### src/rtl/mem_arbiter.sv
// Two-port round-robin memory arbiter.
// One transaction in flight: IDLE -> ACCESS (gnt) -> RESP (done), with RESP
// able to hand straight over to the next ACCESS for one transaction per two cycles.
//
// state  | meaning
// IDLE   | no transaction, waiting for a request
// ACCESS | command on mem_*, winner's gnt high, memory samples at end of cycle
// RESP   | memory read data on rdata, owner's done high, next winner may be taken
module mem_arbiter #(
    parameter int ADDR_W = 16
) (
    input  logic              clk,
    input  logic              reset,
    input  logic              m0_req,
    input  logic              m0_we,
    input  logic [3:0]        m0_be,
    input  logic [ADDR_W-1:0] m0_addr,
    input  logic [31:0]       m0_wd,
    input  logic              m1_req,
    input  logic              m1_we,
    input  logic [3:0]        m1_be,
    input  logic [ADDR_W-1:0] m1_addr,
    input  logic [31:0]       m1_wd,
    output logic              m0_gnt,
    output logic              m1_gnt,
    output logic              m0_done,
    output logic              m1_done,
    output logic [31:0]       rdata,
    output logic              mem_we,
    output logic [3:0]        mem_be,
    output logic [ADDR_W-1:0] mem_addr,
    output logic [31:0]       mem_wd,
    input  logic [31:0]       mem_rd
);

    localparam logic [1:0] S_IDLE   = 2'd0;
    localparam logic [1:0] S_ACCESS = 2'd1;
    localparam logic [1:0] S_RESP   = 2'd2;

    logic [1:0]        r_state;
    logic              r_owner;
    logic              r_last;
    logic              r_m0_gnt;
    logic              r_m1_gnt;
    logic              r_m0_done;
    logic              r_m1_done;
    logic              r_mem_we;
    logic [3:0]        r_mem_be;
    logic [ADDR_W-1:0] r_mem_addr;
    logic [31:0]       r_mem_wd;
    logic [31:0]       r_rdata;

    logic              w_any_req;
    logic              w_win1;
    logic              w_take;
    logic              w_sel_we;
    logic [3:0]        w_sel_be;
    logic [ADDR_W-1:0] w_sel_addr;
    logic [31:0]       w_sel_wd;

    // Round-robin pick: port 1 wins when alone or when port 0 was granted last.
    always_comb begin
        w_any_req  = m0_req | m1_req;
        w_win1     = m1_req & (~m0_req | ~r_last);
        w_take     = w_any_req & ((r_state == S_IDLE) | (r_state == S_RESP));
        w_sel_we   = w_win1 ? m1_we   : m0_we;
        w_sel_be   = w_win1 ? m1_be   : m0_be;
        w_sel_addr = w_win1 ? m1_addr : m0_addr;
        w_sel_wd   = w_win1 ? m1_wd   : m0_wd;
    end

    // Sequencer: latches the winning command, pulses gnt/done, tracks last grant.
    always_ff @(posedge clk) begin
        if (!reset) begin
            r_state    <= S_IDLE;
            r_owner    <= 1'b0;
            r_last     <= 1'b1;
            r_m0_gnt   <= 1'b0;
            r_m1_gnt   <= 1'b0;
            r_m0_done  <= 1'b0;
            r_m1_done  <= 1'b0;
            r_mem_we   <= 1'b0;
            r_mem_be   <= 4'b0000;
            r_mem_addr <= '0;
            r_mem_wd   <= '0;
        end else begin
            r_m0_gnt  <= 1'b0;
            r_m1_gnt  <= 1'b0;
            r_m0_done <= 1'b0;
            r_m1_done <= 1'b0;
            r_mem_we  <= 1'b0;
            r_mem_be  <= 4'b0000;
            if (w_take) begin
                r_state    <= S_ACCESS;
                r_owner    <= w_win1;
                r_last     <= w_win1;
                r_m0_gnt   <= ~w_win1;
                r_m1_gnt   <= w_win1;
                r_mem_we   <= w_sel_we;
                r_mem_be   <= w_sel_be;
                r_mem_addr <= w_sel_addr;
                r_mem_wd   <= w_sel_wd;
            end else begin
                case (r_state)
                    S_ACCESS: begin
                        r_state   <= S_RESP;
                        r_m0_done <= ~r_owner;
                        r_m1_done <= r_owner;
                    end
                    default: r_state <= S_IDLE;
                endcase
            end
        end
    end

    // Keep the last read word visible on rdata after RESP ends.
    always_ff @(posedge clk) begin
        if (!reset) begin
            r_rdata <= '0;
        end else if (r_state == S_RESP) begin
            r_rdata <= mem_rd;
        end
    end

    assign m0_gnt   = r_m0_gnt;
    assign m1_gnt   = r_m1_gnt;
    assign m0_done  = r_m0_done;
    assign m1_done  = r_m1_done;
    assign mem_we   = r_mem_we;
    assign mem_be   = r_mem_be;
    assign mem_addr = r_mem_addr;
    assign mem_wd   = r_mem_wd;
    assign rdata    = (r_state == S_RESP) ? mem_rd : r_rdata;

endmodule

### config.mk
export PLATFORM = sky130hd
export DESIGN_NAME = mem_arbiter
export DESIGN_NICKNAME = d
export VERILOG_FILES = /design/src/rtl/mem_arbiter.sv
export SDC_FILE = /design/constraint.sdc
export NUM_CORES = 1
export LEC_CHECK = 0
export CORE_MARGIN = 1.5
export CORE_UTILIZATION = 33
export CTS_CLUSTER_SIZE = 10
export DETAILED_ROUTE_END_ITERATION = 8
export GPL_ROUTABILITY_DRIVEN = 1
export PLACE_DENSITY_LB_ADDON = 0.15
export SYNTH_ARGS = -nofsm -noshare
export SYNTH_HDL_FRONTEND = slang
export SYNTH_SLANG_ARGS = --single-unit
### constraint.sdc
create_clock -name clk -period 1.4 [get_ports clk]
set_clock_uncertainty 0.1 [all_clocks]
set_input_delay 0.21 -clock clk [delete_from_list [all_inputs] [get_ports clk]]
set_output_delay 0.21 -clock clk [all_outputs]
set_load 0.05 [all_outputs]
After elaboration in Yosys (flattened, before gate mapping)

Cells that the tools add are included.

Word-level logic and storage cells: 37
Output and inout port bits: 89
Flip-flop bits (word level): 93
Input port bits: 142

Bitwise logic cells: 11
Reductions and logical operators: 4
Muxes and demuxes: 7
Equality and inequality tests: 2

Operators with widths:

| kind                 | number |
|---|---|
| $mux W32             | 2 |
| $mux W16             | 1 |
| $not A1 Y1           | 6 |
| $mux W4              | 1 |
| $or A1 B1 Y1         | 3 |
| $reduce_or A3 Y1     | 1 |
| $and A1 B1 Y1        | 2 |
| $eq A2 B1 Y1 const B | 1 |
| $eq A2 B2 Y1 const B | 1 |
| $logic_not A2 Y1     | 1 |
| $mux W1              | 2 |
| $mux W2              | 1 |
| $reduce_and A2 Y1    | 1 |
| $reduce_or A2 Y1     | 1 |

Longest topological paths before layout

Depth after elaboration: 4
Depth in mapped cells: 5
Mapped depth without buffers: 3

Worst setup path after synthesis

OpenSTA, ideal clock, no wires.

Path type: register to register
Start: reg r_state[1]
End: reg r_rdata[0]
Arrival: 1.529 ns
Cell stages (with the launch flop): 6
Setup time: 0.115 ns
Slack: -0.344 ns
Data required time: 1.185 ns
Cells stage by stage: dfxtp_1 -> nor2b_1 -> clkbuf_2 -> buf_6 -> mux2_1 -> and2_1

Longest elaborated chain between the ends: 2

RTL lines:

| what                     | line | source |
|---|---|---|
| start: declaration       | 40   | `logic [1:0] r_state;` |
| start signal: assignment | 75   | `r_state <= S_IDLE;` |
| start signal: assignment | 94   | `r_state <= S_ACCESS;` |
| start signal: assignment | 106  | `r_state <= S_RESP;` |
| $eq A2 B2 Y1             | n/a  |  |
| $mux W32                 | n/a  |  |
| net rdata[0]             | 28   | `output logic [31:0] rdata,` |
| end signal: assignment   | 121  | `r_rdata <= mem_rd;` |
| end: declaration         | 51   | `logic [31:0] r_rdata;` |

The timed path passes the listed nets, and every way through them passes these cells.
A chain may end at the register's enable or synchronous reset.

Final worst setup path

Start: reg r_state[1]
End: out rdata[10]

Longest elaborated chain between the ends: 2

RTL lines:

| what             | line | source |
|---|---|---|
| $eq A2 B2 Y1     | 133  | `assign rdata = (r_state == S_RESP) ? mem_rd : r_rdata;` |
| $mux W32         | 133  |  |
| end: declaration | 28   |  |

Every way passes these cells.

==> impl_metrics.py <==
metrics = {
    "routing": {
        "initialDrtViolationCount": 160,
        "drt-pass1-iter-count": 4,
        "vias": 3648,
        "drtAntennaViolNets": 0,
        "drc_errors": 0,
        "routed_wl_mm": 14.5,
        "wl_per_cell_um": 20.3,
        "detail_route.vias_per_cell": 5.11,
    },
    "cells_and_area": {
        "num-fill-cells": 675,
        "nNetsFinal": 714,
        "multiInputGateArea_um2": 1960,
        "seqCellArea_um2": 1870,
        "drive_above_1_share_pct": 45.8,
        "design_area_um2": 8030,
        "syn2layout_area_growth_pct": 126,
    },
    "critical_path": {
        "r2r_start": "r_state[0]",
        "r2r_end": "mem_wd[25]",
        "cp_slowest_cell": "dfxtp_2",
        "cp.required_ps": 1090,
        "worstPathArrival_ps": 1610,
        "cp.depth": 5,
        "critPathCaptureType": "output pin",
        "worstRegToRegCells": 7,
        "crit_chain": "nor2b_4 > buf_4 > buf_16 > mux2_4 > buf_6",
        "critical-path-max-stage-delay_ps": 340,
        "startpoint_type": "flop",
        "worstSetupPathType": "reg2out",
        "cp_top_family": "buffers and inverters",
        "r2r_slack_ps": -330,
        "worst-path-buf-inv": 3,
        "critPathMaxFanout": 8,
    },
    "clock_tree": {
        "htree_levels": 3,
        "clk_latency_ps": 340,
        "clkSlewWorstSetupHoldPaths_ps": 90,
        "clock-sinks": 93,
        "clk_path_buf_depth": 2,
        "ctsHoldBuffers": 0,
        "cts_tree": "yes",
        "cts-root-buf": "clkbuf_8",
        "numCtsBuffers": 9,
    },
    "die": {
        "core_um2": 10400,
        "rows": 37,
        "die_y_um": 107,
        "floorplan.initialDensity_pct": 34.2,
        "dieArea_um2": 11400,
        "ios": 231,
        "die_w_um": 107,
    },
    "sta": {
        "setup_ws_ps": -518,
        "slew_headroom_pct": 75.8,
        "finalHoldViolations": 0,
        "fin_crit_ps": 1920,
        "hold-worst-slack_ps": 74.3,
        "finalMaxSlewViolations": 0,
        "fmaxAchievable_mhz": 521,
        "setup_tns_ps": -30400,
        "finalCritPeriodShare_pct": 137,
        "worst_pin_slew_ps": 361,
        "grt_setup_unrepaired": "true",
        "finalSetupViolCount": 113,
    },
    "synthesis": {
        "ys_seq_area_share_pct": 52.3,
        "synth-seq-cells": 93,
        "yosys-top-cells-area": "dfxtp_1 52%, a221o_1 14%, mux2_2 8.9%, and3_1 8.4%, and2_1 6.0%",
        "syn-num-nets": 450,
        "yosysTopAreaCellShare_pct": 52.3,
        "synth_top_area_cell": "dfxtp_1",
        "synth_warnings": 0,
        "avgSynthCellArea_um2": 11.6,
        "syn_inst": 308,
        "syn-cell-area_um2": 3560,
        "ys_types": 23,
    },
    "global_route": {
        "grt.met2_usage_pct": 41.2,
        "use_met3_pct": 8.94,
        "busiest_layer": "met2",
        "grt_pass1_wl_mm": 20.7,
        "antenna_found_initial": 1,
        "grt-ovfl-total": 0,
        "grt_max_degree": 33,
        "gr-usage-met1_pct": 27.1,
        "grt.total_usage_pct": 23.8,
        "grt_pass1_vias": 3859,
    },
    "pwr": {
        "p_per_area_nw_per_um2": 961,
        "ir_drop_uv": 566,
        "power_leakage_nw": 3.32,
    },
    "place": {
        "dpl_worst_slack_ps": -457,
        "gp_congestion": 0.739,
        "dp_hpwl_mm": 8.49,
        "port_buffers": 230,
        "dpl_cell_area_um2": 6820,
    },
    "hold_path": {
        "hold_end": "r_last",
        "hold_path.class": "in2reg",
        "min_from": "reset",
        "min_path_cells": 2,
    },
    "status": {
        "status": "complete, but fails checks",
        "violations": "setup timing",
    },
    "job": {
        "drv_cap": 0,
    },
}
-- how the worst max path moves through the flow --
| stage | startpoint | endpoint | slack, ps |
|---|---|---|---|
| after detailed placement | m0_req | mem_addr[11] | -460 |
| after CTS | r_state[1] | rdata[23] | -580 |
| final | r_state[1] | rdata[10] | -520 |
| after floorplan | r_state[1] | r_rdata[10] | -120 |
| after global placement | m0_req | mem_addr[1] | -410 |
| after global routing | r_state[1] | rdata[10] | -600 |
-- Yosys cell counts, drive strengths merged --
| cell type | n |
|---|---|
| a21oi | 1 |
| and2 | 34 |
| nand2 | 1 |
| mux2 | 32 |
| a21boi | 1 |
| o21ai | 1 |
| nor3 | 1 |
| dfxtp | 93 |
| inv | 2 |
| a221o | 48 |
| nor2 | 6 |
| nor2b | 2 |
| nand3b | 1 |
| a31o | 1 |
| o21bai | 1 |
| and3 | 48 |
| a31oi | 1 |
| mux2i | 5 |
| clkbuf | 19 |
| buf | 10 |
-- logic make-up after synthesis --
family,after synthesis,share of synthesized area (%)
simple gates,93,15.9
flops,93,52.3
mux,37,11.5
compound gates,54,15.0
buf+inv,31,5.24
-- state kept, by name, indices dropped and copies added, names as in the netlist --
| signal | count |
|---|---|
| mem_wd | 32 |
| r_rdata | 32 |
| mem_addr | 16 |
| mem_be | 4 |
| r_state | 2 |
| m0_done | 1 |
| m0_gnt | 1 |
| m1_done | 1 |
| m1_gnt | 1 |
| mem_we | 1 |
| r_last | 1 |
| r_owner | 1 |
-- through the flow --
stage | utilization, % | total power (W) | instances
finish | 77.1 | 0.00771 | 714
global route | 77.1 | 0.00797 | 714
CTS | 76.1 | 0.00770 | 708
detailed placement | 65.5 | 0.00543 | 662
global placement | 65.5 | 0.00540 | 662
floorplan | - | 0.00409 | 308
-- layout make-up --
class                           count  area share, %
Timing Repair Buffer              282           47.6
Multi-Input combinational cell    184           24.4
Sequential cell                    93           23.2
Tap cell                          136           2.12
Clock buffer                       10           1.71
Clock inverter                      6          0.857
Inverter                            2         0.0935
Antenna cell                        1         0.0312
-- layer usage --
metal	vias to the layer above	part of all wire [%]	wire length, um
met5	-	0	0
met4	0	2.1	312
met3	23	9.3	1350
met2	195	52	7540
met1	1751	37	5310
li1	1679	-	-
-- layout by cell type (no fill, tap or decap), types with 3 or more instances in the layout --
master / instances
nor2_1: 6
and2_1: 15
a221o_1: 48
buf_12: 81
buf_4: 18
buf_16: 8
clkbuf_8: 10
clkbuf_16: 3
mux2i_1: 5
and2_4: 19
clkdlybuf4s50_1: 139
and3_4: 46
mux2_4: 32
buf_6: 27
buf_8: 4
dfxtp_1: 91
-- report_power, final --
part	total (W)	internal, W	switching [W]
clock network	0.00190	0.000889	0.00101
registers	0.00300	0.00283	0.000177
logic	0.00281	0.00157	0.00125
total	0.00771	0.00528	0.00243
-- timing repair --
action | CTS | global route
pin swaps | 5 | 30
buffers inserted | 18 | 10
cloned | 12 | 4
endpoints found under the setup margin | 112 | 115
resized for setup | 93 | 39
No activity file was read; power rests on OpenSTA's default activity.
